==> src/rtl/acc_shift_pkg.sv <==
// Shared definitions for the shifting product accumulator: mode encodings and a
// constant-safe ceiling-log2 used to size the term counter.
package acc_shift_pkg;

  typedef enum logic [1:0] {
    MODE_HOLD = 2'b00,
    MODE_LOAD = 2'b01,
    MODE_ADD  = 2'b10,
    MODE_SHR  = 2'b11
  } mode_e;

  // Bits needed to encode values 0..value-1; never returns less than 1.
  function automatic int unsigned clog2(input int unsigned value);
    int unsigned v;
    int unsigned r;
    v = (value > 0) ? value - 1 : 0;
    r = 0;
    while (v > 0) begin
      r++;
      v = v >> 1;
    end
    return (r == 0) ? 1 : r;
  endfunction

endpackage

==> src/rtl/acc_shift_reg_operand_shifter.sv <==
// Combinational operand aligner: zero-extends datain, shifts it left by whole
// SHIFT_UNIT steps, truncates to WIDTH and flags any discarded one bits.
module operand_shifter #(
  parameter int unsigned IN_WIDTH   = 8,
  parameter int unsigned SHIFT_W    = 2,
  parameter int unsigned SHIFT_UNIT = 4,
  parameter int unsigned WIDTH      = 16
) (
  input  logic [IN_WIDTH-1:0] datain,
  input  logic [SHIFT_W-1:0]  shift_sel,
  output logic [WIDTH-1:0]    opnd,
  output logic                lost
);

  localparam int unsigned EXT_W  = IN_WIDTH + ((1 << SHIFT_W) - 1) * SHIFT_UNIT;
  // Never narrower than WIDTH so the truncation slice below is always legal.
  localparam int unsigned FULL_W = (EXT_W > WIDTH) ? EXT_W : WIDTH;

  logic [FULL_W-1:0] shifted;

  always_comb begin
    shifted = FULL_W'(datain) << (32'(shift_sel) * SHIFT_UNIT);
  end

  assign opnd = shifted[WIDTH-1:0];

  if (FULL_W > WIDTH) begin : g_lost
    assign lost = |shifted[FULL_W-1:WIDTH];
  end else begin : g_no_lost
    assign lost = 1'b0;
  end

endmodule

==> src/rtl/acc_shift_reg.sv <==
// Accumulating register with hold/load/add/shift-right modes, sticky overflow,
// a saturating term counter and a one-cycle done pulse on reaching ACC_COUNT.
module acc_shift_reg
  import acc_shift_pkg::*;
#(
  parameter int unsigned WIDTH      = 16,
  parameter int unsigned IN_WIDTH   = 8,
  parameter int unsigned SHIFT_W    = 2,
  parameter int unsigned SHIFT_UNIT = 4,
  parameter int unsigned ACC_COUNT  = 4
) (
  input  logic                              clk,
  input  logic                              aclr_n,
  input  logic                              sclr_n,
  input  logic                              clk_ena,
  input  logic [1:0]                        mode,
  input  logic [IN_WIDTH-1:0]               datain,
  input  logic [SHIFT_W-1:0]                shift_sel,
  output logic [WIDTH-1:0]                  reg_out,
  output logic                              ovf,
  output logic [clog2(ACC_COUNT+1)-1:0]     acc_cnt,
  output logic                              done
);

  localparam int unsigned CNT_W = clog2(ACC_COUNT + 1);
  localparam logic [CNT_W-1:0] CNT_MAX = CNT_W'(ACC_COUNT);

  if (ACC_COUNT < 1 || WIDTH < IN_WIDTH || SHIFT_UNIT < 1) begin : g_param_check
    $error("acc_shift_reg: illegal parameter combination");
  end

  logic [WIDTH-1:0] opnd;
  logic             lost;
  logic [WIDTH:0]   sum;

  logic [WIDTH-1:0] reg_d, reg_q;
  logic             ovf_d, ovf_q;
  logic [CNT_W-1:0] cnt_d, cnt_q;
  logic             done_d, done_q;

  operand_shifter #(
    .IN_WIDTH  (IN_WIDTH),
    .SHIFT_W   (SHIFT_W),
    .SHIFT_UNIT(SHIFT_UNIT),
    .WIDTH     (WIDTH)
  ) u_operand_shifter (
    .datain   (datain),
    .shift_sel(shift_sel),
    .opnd     (opnd),
    .lost     (lost)
  );

  assign sum = {1'b0, reg_q} + {1'b0, opnd};

  always_comb begin
    reg_d  = reg_q;
    ovf_d  = ovf_q;
    cnt_d  = cnt_q;
    done_d = 1'b0;
    if (!sclr_n) begin
      reg_d = '0;
      ovf_d = 1'b0;
      cnt_d = '0;
    end else if (clk_ena) begin
      case (mode_e'(mode))
        MODE_LOAD: begin
          reg_d  = opnd;
          ovf_d  = lost;
          cnt_d  = CNT_W'(1);
          done_d = (ACC_COUNT == 1);
        end
        MODE_ADD: begin
          reg_d = sum[WIDTH-1:0];
          ovf_d = ovf_q | lost | sum[WIDTH];
          // Saturated counter suppresses further done pulses.
          if (cnt_q < CNT_MAX) begin
            cnt_d  = cnt_q + CNT_W'(1);
            done_d = (cnt_q + CNT_W'(1) == CNT_MAX);
          end
        end
        MODE_SHR: reg_d = reg_q >> SHIFT_UNIT;
        default:  ;
      endcase
    end
  end

  always_ff @(posedge clk or negedge aclr_n) begin
    if (!aclr_n) begin
      reg_q  <= '0;
      ovf_q  <= 1'b0;
      cnt_q  <= '0;
      done_q <= 1'b0;
    end else begin
      reg_q  <= reg_d;
      ovf_q  <= ovf_d;
      cnt_q  <= cnt_d;
      done_q <= done_d;
    end
  end

  assign reg_out = reg_q;
  assign ovf     = ovf_q;
  assign acc_cnt = cnt_q;
  assign done    = done_q;

endmodule

==> config.mk <==
export PLATFORM = sky130hd
export DESIGN_NAME = acc_shift_reg
export DESIGN_NICKNAME = d
export VERILOG_FILES = /design/src/rtl/acc_shift_pkg.sv /design/src/rtl/acc_shift_reg_operand_shifter.sv /design/src/rtl/acc_shift_reg.sv
export SDC_FILE = /design/constraint.sdc
export NUM_CORES = 1
export LEC_CHECK = 0
export ABC_AREA = 1
export CAP_MARGIN = 10
export CORE_UTILIZATION = 45
export DETAILED_ROUTE_END_ITERATION = 12
export PLACE_DENSITY = 0.74
export SYNTH_ARGS = -nofsm -noshare
export SYNTH_HDL_FRONTEND = slang
export SYNTH_SLANG_ARGS = --single-unit
export TNS_END_PERCENT = 50
==> constraint.sdc <==
create_clock -name clk -period 2.87 [get_ports clk]
set_clock_uncertainty 0.05 [all_clocks]
set_input_delay 0.7175 -clock clk [delete_from_list [all_inputs] [get_ports clk]]
set_output_delay 0.7175 -clock clk [all_outputs]
set_load 0.01 [all_outputs]
After elaboration in Yosys (flattened, before gate mapping)
Index checks and enable logic that the tools add are counted.

Add/subtract/negate cells: 2. $lt $le $gt $ge: 1. Equal/unequal tests: 8. Shift-type cells: 1. Muxes and demuxes: 14. Bitwise gates (word level): 2. Reductions and logical operators: 4.

Operator list (number): $pmux 16 s3 (1); $mux 16 (2); $shl 8x4->20 (1); $add 16x16->17 (1); $mux 3 (3); $mux 1 (6); $pmux 3 s2 (1); $eq 2x2->1 const B (2); $ne 4x1->1 const B (1); $reduce_and 2->1 (2); $reduce_or 4->1 (1); $add 3x1->3 const B (1); $eq 3x3->1 const B (1); $lt 3x3->1 const B (1); $ne 3x1->1 const B (1); $ne 3x3->1 const B (1); $reduce_and 3->1 (1); $eq 2x1->1 const B (1); $ne 2x1->1 const B (1); $or 1x1->1 (2); $pmux 1 s2 (1).

Flip-flop bits (word level): 21. Output and inout bits: 21. Logic and storage cells: 36.

Logic depth before layout (Yosys ltp)
Gate-level depths: netlist of the first run.

Depth after elaboration: 7. Gate-level depth with buffers: 17. Mapped depth without buffers: 17.

Modules after synthesis
A second synthesis of the first run with hierarchy kept.

Cells, all modules: 403. Area, all modules: 2381.0 um^2.

By module, submodules not included: acc_shift_reg (instances 1, cells an instance 352, area each 2132.0 um^2, seq. area each 525.5 um^2); operand_shifter (instances 1, cells an instance 51, area each 249.0 um^2, seq. area each 0.0 um^2).

Worst setup path before layout of the first run
OpenSTA, ideal clock, no wires.

Kind: input to register. Start: in shift_sel[1]. End: reg reg_q[11], in the netlist reg_out[11]. Setup time: 120 ps. Data arrival time: 2394 ps. Required time: 2700 ps. Path slack: 306 ps. Stages on the path: 16. Path buffers: 1. Cells stage by stage: clkbuf_1 -> nor3_1 -> ha_1 -> a21o_1 -> nand2_1 -> nand2_1 -> nand2_1 -> nand2_2 -> nand3_2 -> nand2_2 -> nand2_1 -> nand2_1 -> nand2_1 -> nand2_1 -> o21ai_1 -> nand2_1.

Longest elaborated chain between the ends: 5.

RTL lines: from (decl) (line acc_shift_reg.sv:18) `input logic [SHIFT_W-1:0] shift_sel,`; $shl 8x4->20 (*) (line acc_shift_reg_operand_shifter.sv:22) `shifted = FULL_W'(datain) << (32'(shift_sel) * SHIFT_UNIT);`; $add 16x16->17 (line acc_shift_reg.sv:53) `assign sum = {1'b0, reg_q} + {1'b0, opnd};`; $pmux 16 s3 (*) (line acc_shift_reg.sv:65) `case (mode_e'(mode))`; $mux 16 (*) (line acc_shift_reg.sv:64) `end else if (clk_ena) begin`; $mux 16 (*) (line acc_shift_reg.sv:60) `if (!sclr_n) begin`; to (signal assigned) (line acc_shift_reg.sv:94) `reg_q <= reg_d;`; to (decl) (line acc_shift_reg.sv:36) `logic [WIDTH-1:0] reg_d, reg_q;`.

Mark *: on every way between the ends. The rest lies on a longest branch, timed or not. The select of a mux whose other input is x is not followed. A chain may end at the register's enable or synchronous reset.

Final worst setup path of the first run
Start: in shift_sel[1]. End: reg reg_q[10], in the netlist reg_out[10].

The elaborated chain is that of the path after synthesis.

==> impl_results.md, run 1 <==
- Post-Synthesis Cells: around 350
- Iteration count of the initial detailed-routing pass: 5
- Num CTS Buffers: 3
- Tcrit/Tclk final: 95.8%
- Max Slew Vio Count: 0
- Total congestion overflow: 0
- Power per Cell Area: 339 mW/mm^2
- Fin Setup TNS: 0 ns
- Yosys top cell by area: dfrtp_1
- Worst-Skew Late Latency: 0.27 ns
- Final setup fails: 0
- DIE WIDTH: ~73 microns
- Vias/cell: 5.39
- Fmax achieved: roughly 360 MHz
- Critical-path maximum fanout: 12
- Layout area overhead: 47.3%
- Port Buffers: 36
- Rows: 25
- Core region area: roughly 0.0048 sq mm
- CP Data Arrival Time: 2.87 ns
- Hold Crit Class: reg -> reg
- Max_cap viols: 0
- Htree depth: 1
- First-pass GRT wire length: 12.2 mm
- Startpoint type of the worst setup path: primary input
- Synthesized flop and latch total: 21
- Worst-margin pin slew: 0.431 ns
- Mux contribution to synthesized area: less than 1%
- Post-synthesis simple-gate area fraction: 39.1%
- Drt initial violations: approximately 200
- Crit end category: flip-flop
- Fin nets: roughly 470
- Post-DP HPWL: between 5 and 6 mm
- Final ANT Viol Nets: 0
- Largest family of logic cells by synthesized area: simple AND/OR/NAND/NOR gates
- Cell Area, Synth: 0.00224 sq mm
- Synth top area share: 23.5%
- Final hold violation count: 0
- Largest cells by area after synthesis: dfrtp_1 23%, nand2_1 18%, ha_1 7.8%
- Max VDD drop: roughly 240 uV
- Slowest cell on crit path: clkdlybuf4s50_1
- Top Ports: 37
- Largest net degree at the start of global routing: 22
- Avg Cell Area, Syn: 6.50 sq um
- Power Total: around 0.0011 W
- DR WL/cell: 15.0 microns
- Initial antenna violation count: 0
- ANT cells: 0
- Starting Density: 47.1%
- Root buffer cell: clkbuf_8
- Status: finished clean
- DRC: 0
- DR vias: 2,744
- # clock sinks: 21
- Max-slew headroom: 71.2%
- Fin cells: between 500 and 600
- Vias in the first global route: 2,568
- CTS tree: built
- Placed cells: 502
- All-Layer GR Usage: a little under a third
- YS warnings: 0
- Adder-cell share of the synthesized area: 8.71%
- Worst EP required: 2.99 ns
- Cell variety after synth: 41
- Synth Area in XOR/XNOR: 1.17%
- Full die area: 0.00527 sq mm
- Routability Congestion: 1.02
- Mapped Nets: ~380
- Leak Pwr: between 1.5 and 2 nW
- Worst path max stage delay: 0.48 ns
- CTS max path bufs: 2
- Worst path cell trace: clkdlybuf4s50_1, buf_6, nor3_2, buf_4, buf_4, fa_1, nand3_2, nand2_1, nand3_2, nand2_4, nand2_1, nand2_1, nand2_1, nand2_1, o21ai_1, nand2_1
- Die span in y: 72.6 microns
- Compound-Gate Fraction of Synth Area: 17.4%
- Worst setup path class: in -> reg
- DRT Wirelength: 7.64 mm
- Clk slew on worst S/H paths: 0.09 ns
- Min cycle time layout: 2.75 ns
- Sequential share of the synthesized area: 23.5%
- Crit-path most repeated cell: nand2_1
- Share of cells above drive strength 1: approximately 28%
timing repair:
item,CTS,global route
gates cloned,0,1
endpoints found under the setup margin,2,12
setup buffers,0,2
hold buffers,0,0
resized for setup,4,33
pin swaps,0,9
sequential cells by signal, summed over array words and instances (netlist names):
signal   flops
done         1
acc_cnt      3
ovf          1
reg_out     16
path summary, 6_finish.rpt:
check	startpoint	end	slack (ns)	cells after the start
max	shift_sel[1]	reg_out[10]	0.12	16
min	acc_cnt[1]	acc_cnt[1]	0.49	2
max reg2reg	reg_out[0]	reg_out[10]	0.87	12
min reg2reg	acc_cnt[1]	acc_cnt[1]	0.49	2
max in group asynchronous	aclr_n	reg_out[1]	1.81	2
min in group asynchronous	aclr_n	reg_out[11]	0.73	2
cell usage after synthesis:
cell,number
a2111o_1,1
o221ai_1,3
clkbuf_1,2
nor3_1,9
o211a_1,1
nand3_2,7
nand2_1,105
a41oi_1,1
nand2_4,2
a21boi_2,1
a21o_1,4
ha_1,14
a21oi_1,13
o21a_1,1
nand4_1,5
buf_6,2
o22ai_1,6
nand3_1,23
inv_2,3
nor2_2,1
buf_2,3
xor2_1,2
dfrtp_1,21
mux2i_1,2
a211oi_1,1
a21boi_0,1
o211ai_1,2
nor2_1,25
o21bai_1,1
o21ai_2,1
inv_1,40
fa_1,1
o21ai_0,17
xnor2_1,1
nor2_4,2
o41ai_1,1
nand2_2,10
o21ai_1,7
nand3b_1,1
or2_2,1
a22oi_1,1
final cells by class:
| type | count | area [sq um] |
|---|---|---|
| Inverter | 43 | 164 |
| Clock inverter | 1 | 5.00 |
| Timing Repair Buffer | 100 | 855 |
| Tap cell | 67 | 83.8 |
| Sequential cell | 21 | 526 |
| Clock buffer | 3 | 41.3 |
| Multi-Input combinational cell | 274 | 1630 |
| Fill cell | 405 | 1450 |
kinds of logic after synthesis:
family / after synthesis
muxes: 2
AOI/OAI and AO/OA: 63
and+or+nand+nor: 191
buffers and inverters: 50
xor gates and xnor gates: 3
adders and majority gates: 15
DFF: 21
stage by stage:
step	setup WS, ns	cell area [sq um]	hold WS, ns	util [%]
floorplan	0.306	2240	0.372	-
global route	-0.0262	3300	0.532	69.4
detailed placement	-0.321	3100	0.469	65.2
CTS	0.0117	3160	0.496	66.4
global placement	-0.328	3100	0.453	65.2
finish	0.119	3300	0.487	69.4
worst max-delay path: cells and delay by family:
kind	cells	cell delay, ns
AO/OA/AOI/OAI	1	0.12
AND/OR/NAND/NOR	10	0.71
buffers and inverters	4	0.89
adder cells (fa/ha/maj)	1	0.43
power breakdown:
part	switching [W]	internal (W)	leakage [nW]
clock	0.000119	0.0000974	0.0255
combinational	0.000292	0.000254	1.39
sequential	0.0000330	0.000323	0.280
total	0.000445	0.000674	1.70
routing by layer:
metal	up-vias	wire [microns]	share of wire, %	global-route usage (%)
met1	1260	3330	44	39.4
li1	1349	-	-	-
met2	113	3660	48	50.9
met3	22	411	5.4	2.92
met5	-	0	0	0
met4	0	242	3.2	13.1
cell usage in the layout (no fill, tap or decap), types with 6 or more instances in the layout:
| cell | instances |
|---|---|
| a21oi_1 | 7 |
| inv_1 | 39 |
| dfrtp_1 | 21 |
| nand3_2 | 10 |
| nand3_1 | 20 |
| buf_4 | 60 |
| o21ai_1 | 9 |
| nor2_1 | 21 |
| a21oi_2 | 6 |
| nand2_2 | 13 |
| o22ai_1 | 6 |
| ha_1 | 13 |
| clkdlybuf4s50_1 | 34 |
| o21ai_0 | 15 |
| nand2_1 | 102 |
Power figures use the tool's default switching activity.
==> run 2: changes to the inputs <==
--- a/config.mk
+++ b/config.mk
@@ -7,9 +7,11 @@
 export LEC_CHECK = 0
 export ABC_AREA = 1
 export CAP_MARGIN = 10
-export CORE_UTILIZATION = 45
+export CELL_PAD_IN_SITES_DETAIL_PLACEMENT = 1
+export CELL_PAD_IN_SITES_GLOBAL_PLACEMENT = 2
+export CORE_UTILIZATION = 31
 export DETAILED_ROUTE_END_ITERATION = 12
-export PLACE_DENSITY = 0.74
+export PLACE_DENSITY = 0.9
 export SYNTH_ARGS = -nofsm -noshare
 export SYNTH_HDL_FRONTEND = slang
 export SYNTH_SLANG_ARGS = --single-unit
==> impl_results.md, run 2 (synthesized netlist as in run 1, its figures left out) <==
- Clk slew on worst S/H paths: 0.09 ns
- Multi-input gate area: 0.00162 sq mm
- Root buffer cell: clkbuf_8
- Routability Congestion: 0.927
- Final hold slack: roughly 0.50 ns
- CTS max path bufs: 2
- ANT cells: 0
- Leak Pwr: around 1.7 nW
- Startpoint type of the worst setup path: primary input
- Crit-path most repeated cell: nand2_1
- Drt initial violations: 101
- CTS tree: built
- Gate power share: approximately half
- Max_cap viols: 0
- DR WL/cell: roughly 18 microns
- Core region area: 0.00691 sq mm
- Register share of total power: 31.2%
- Port Buffers: 36
- Max Slew Vio Count: 0
- Hold Crit Class: reg -> reg
- Final setup fails: 0
- Min cycle time layout: 2.73 ns
- Worst path cell trace: clkdlybuf4s50_1, inv_1, o21ai_2, inv_1, nor2_2, ha_1, buf_4, nand2_1, inv_1, nand2_1, o211a_1, nand2_1, nand2_1, nand3_1, nand2_1, nand2_1, nand2_1
- Slowest cell on crit path: clkdlybuf4s50_1
- # fillers: 932
- Max reg flops: 16
- Power per Cell Area: 343 mW/mm^2
- Worst-Skew Late Latency: between 0.2 and 0.3 ns
- Clock power frac: 18.7%
- Starting Density: 32.4%
- NetSw: 0.000463 W
- Placed cells: 532
- Total congestion overflow: 0
- Iteration count of the initial detailed-routing pass: 4
- Most frequent cells in the layout: 103 x nand2_1, 62 x buf_4, 40 x inv_1
- Full die area: about 0.0076 sq mm
- Switching portion of total power: 40.1%
- Fin nets: 475
- Share of cells above drive strength 1: a little over a quarter
- Post-DP HPWL: 7.21 mm
- Num CTS Buffers: 3
- DIE WIDTH: 87.0 microns
- Buf/Inv on CP: 5
- Final hold violation count: 0
- DRC: 0
- Largest net degree at the start of global routing: 22
- Worst setup path class: in -> reg
- Final ANT Viol Nets: 0
- Crit end category: flip-flop
- Fmax achieved: 366 MHz
- CP delay by family, top: buffers and inverters
- Layout area overhead: 50.3%
- Pint: 0.000691 W
- CP Data Arrival Time: 2.91 ns
- Worst EP required: roughly 3.1 ns
- Max VDD drop: 172 uV
- Critical-path maximum fanout: 5
- Register area: 526 sq um
- Fin Setup TNS: 0 ns
- Worst-margin pin slew: around 0.52 ns
- # clock sinks: 21
- Status: finished clean
- Rows: 30
- Util after Layout: between 40% and 50%
- Initial antenna violation count: 0
- Leading cell type in the layout, fill and taps excluded: nand2_1
- All-Layer GR Usage: 25.4%
- Hold_buf cts: 0
- RSZ-0062 raised after global routing: true
- Htree depth: 1
- Vias in the first global route: 2,987
- Vias/cell: 5.14
- Tcrit/Tclk final: between 90% and 100%
- Top Ports: 37
- Die span in y: 87.0 microns
- Max-slew headroom: 65.4%
- Worst path max stage delay: 0.51 ns
- DR vias: 2,768
- First-pass GRT wire length: 14.7 mm
- Fin cells: 539
- DRT Wirelength: 9.45 mm
-- run 2: cell types whose count changed in the layout (fill, tap and decap cells not counted), sizes merged --
| cell | delta |
|---|---|
| clkbuf | +1 |
| clkdlybuf4s50 | +1 |
| dlymetal6s2s | -1 |
-- run 2: per-layer routing --
metal / vias to the layer above / wire length, microns / share of wire, % / global-route usage [%]
li1: 1345 / - / - / -
met1: 1337 / 4120 / 44 / 31.5
met2: 68 / 4670 / 49 / 43.5
met3: 18 / 379 / 4.0 / 4.74
met4: 0 / 281 / 3.0 / 9.70
met5: - / 0 / 0 / 0
-- run 2: cell type report --
type                    count  area share, %
repair buffers            101           26.5
inverters                  43           4.79
multi-input cells         274           48.1
well taps                  96           3.57
clock inverters             1          0.149
flip-flops and latches     21           15.6
clock buffers               3           1.23
-- run 2: per-stage QoR --
step	instance area, sq um	total power, W	setup WS (ns)
2_1_floorplan	2240	0.000612	0.306
3_3_place_gp	3170	0.000881	-0.298
3_5_place_dp	3170	0.000899	-0.381
4_1_cts	3240	0.00113	-0.0180
5_1_grt	3370	0.00122	-0.0286
6_report	3370	0.00115	0.137
-- run 2: worst reg2reg max path: cells and delay by family (launching register included) --
family          cells  cell delay [ns]
compound gates      1             0.24
fa+ha+maj           1             0.35
flops               1             0.47
buf+inv             2             0.23
simple gates        8             0.50
-- run 2: timing repair --
item	CTS	global route
cloned	0	1
hold endpoints to repair	0	0
gates resized for setup	7	23
setup buffers	0	2
endpoints found under the setup margin	4	13
pin swaps	0	3
-- run 2: worst paths after layout --
check	from	end	slack [ns]	cells after the start
min in group asynchronous	aclr_n	done	0.75	2
worst min register to register	acc_cnt[1]	acc_cnt[1]	0.50	2
worst max register to register	reg_out[12]	reg_out[14]	0.91	12
worst max-delay path	datain[4]	reg_out[14]	0.14	17
worst min-delay path	acc_cnt[1]	acc_cnt[1]	0.50	2
max in group asynchronous	aclr_n	reg_out[9]	1.78	2
-- run 2: power groups by stage --
stage	clock [W]	combinational [W]	sequential, W
3_5_place_dp	0	0.000535	0.000364
2_1_floorplan	0	0.000246	0.000366
5_1_grt	0.000228	0.000632	0.000363
6_report	0.000216	0.000579	0.000360
3_3_place_gp	0	0.000520	0.000361
4_1_cts	0.000223	0.000545	0.000359
==> run 3: changes to the inputs <==
--- a/config.mk
+++ b/config.mk
@@ -12,6 +12,8 @@
 export CORE_UTILIZATION = 31
 export DETAILED_ROUTE_END_ITERATION = 12
 export PLACE_DENSITY = 0.9
+export REMOVE_ABC_BUFFERS = 1
+export SKIP_CTS_REPAIR_TIMING = 1
 export SYNTH_ARGS = -nofsm -noshare
 export SYNTH_HDL_FRONTEND = slang
 export SYNTH_SLANG_ARGS = --single-unit
==> impl_results.md, run 3 (synthesized netlist as in run 1, its figures left out) <==
- Status: finished clean
- Worst R2R End: reg_out[10]
- Starting Density: 32.4%
- Pre-CTS WS: -0.467 ns
- DRC: 0
- Max-slew headroom: 70.0%
- Critical-path maximum fanout: 5
- Final hold slack: 0.471 ns
- Max VDD drop: slightly below 200 uV
- RSZ-0062 raised after global routing: false
- Full die area: 0.00757 sq mm
- DRT Wirelength: 9.04 mm
- Hold Crit Class: reg -> reg
- Total congestion overflow: 0
- Clk slew on worst S/H paths: approximately 0.080 ns
- Vias/cell: between 5 and 6
- Worst-Skew Late Latency: roughly 0.26 ns
- Final ANT Viol Nets: 0
- All-Layer GR Usage: 24.4%
- Worst EP required: roughly 3.0 ns
- Placed cell area: 0.00318 sq mm
- Post-DP HPWL: between 7 and 8 mm
- Util after Layout: 49.0%
- Clock power frac: 17.9%
- Iteration count of the initial detailed-routing pass: 4
- Final setup margin: roughly 0.11 ns
- Fin nets: 480
- Hold Path Sink: acc_cnt[1]
- First-pass GRT wire length: about 14 mm
- CP Data Arrival Time: 2.91 ns
- Share of cells above drive strength 1: 27.7%
- # clock sinks: 21
- Worst setup path class: in -> reg
- Leak Pwr: between 1.5 and 2 nW
- Startpoint type of the worst setup path: primary input
- Power per Cell Area: 335 mW/mm^2
- Hold wc startpoint: acc_cnt[1]
- Final setup fails: 0
- R2r startpoint: reg_out[0]
- Routability Congestion: 0.914
- Leading cell type in the layout, fill and taps excluded: nand2_1
- Fmax achieved: ~360 MHz
- Tcrit/Tclk final: 96.1%
- Top Ports: 37
- Worst-margin pin slew: 0.449 ns
- DIE WIDTH: approximately 87 microns
- Max reg flops: 16
- Max Slew Vio Count: 0
- Drt initial violations: 166
- Min cycle time layout: 2.76 ns
- Max_cap viols: 0
- Layout area overhead: 51.0%
- Hold path cells: 2
- Port Buffers: 36
- Largest net degree at the start of global routing: 22
- Final hold violation count: 0
- Power Total: 0.00114 W
- Finished Cell Area: 0.00338 sq mm
- Core region area: 0.00691 sq mm
- Initial antenna violation count: 0
- DR vias: 2,785
- NetSw: 0.000444 W
- Register share of total power: about a third
- Htree depth: 1
- ANT cells: 0
- R2R Setup Slk: 0.72 ns
- Root buffer cell: clkbuf_8
- CTS tree: built
- Num CTS Buffers: 3
- Crit end category: flip-flop
- CTS max path bufs: 2
- Most frequent cells in the layout: 103 x nand2_1, 67 x buf_4, 40 x inv_1
- Gate power share: 50.4%
- Vias in the first global route: between 2,000 and 3,000
- Pint: 0.000692 W
- R2R depth: 12
- Switching portion of total power: 39.1%
- Rows: 30
- Die span in y: 87.0 microns
- DR WL/cell: 16.6 microns
run 3: cell count changes in the layout (fill, tap and decap cells not counted), moves of 2 or more:
| cell | change |
|---|---|
| ha_2 | -2 |
| dlymetal6s2s_1 | +2 |
| o21ai_2 | +2 |
| nor2_2 | -2 |
| buf_4 | +5 |
| o21ai_1 | -2 |
| buf_12 | -2 |
| buf_6 | +3 |
| clkdlybuf4s50_1 | -2 |
run 3: layout make-up:
cell class / instances / area [sq um]
multi-input combinational: 274 / 1630
fill: 923 / 3520
inverter: 43 / 161
sequential: 21 / 526
timing repair buffer: 106 / 905
tap: 96 / 120
clock buffer: 4 / 45.0
run 3: power by group through the flow:
stage	registers [W]	clock network (W)	logic [W]
after floorplan	0.000366	0	0.000236
after global placement	0.000362	0	0.000518
after detailed placement	0.000362	0	0.000534
after CTS	0.000357	0.000212	0.000537
after global routing	0.000363	0.000224	0.000624
final	0.000359	0.000204	0.000572
run 3: how the worst max path moves through the flow:
stage	from	to	cells after the start
floorplan	shift_sel[0]	reg_out[11]	15
global placement	shift_sel[0]	reg_out[15]	14
detailed placement	shift_sel[0]	reg_out[15]	14
CTS	shift_sel[0]	reg_out[15]	15
global route	datain[0]	reg_out[14]	17
finish	datain[7]	reg_out[12]	13
run 3: critical path, cell delays in order:
cell and delay [ns]:
clkdlybuf4s50_1 0.52, nand2_1 0.09, o21ai_0 0.22, buf_4 0.16, ha_2 0.29, a21o_1 0.20
a21oi_1 0.21, nand3_2 0.12, nand2_1 0.07, nand3_1 0.11, nand2_1 0.10, nand2_1 0.05
nand2_1 0.06
run 3: per-stage QoR:
step,setup TNS (ns),instances
detailed placement,-3.90,537
global placement,-3.27,537
finish,0,544
floorplan,0,338
CTS,-0.796,541
global route,0,544
run 3: routing by layer:
| metal | GRT usage, % | share of wire [%] |
|---|---|---|
| met2 | 44.0 | 50 |
| met1 | 31.4 | 45 |
| met3 | 2.84 | 3.3 |
| met4 | 4.09 | 0.98 |
| met5 | 0 | 0 |
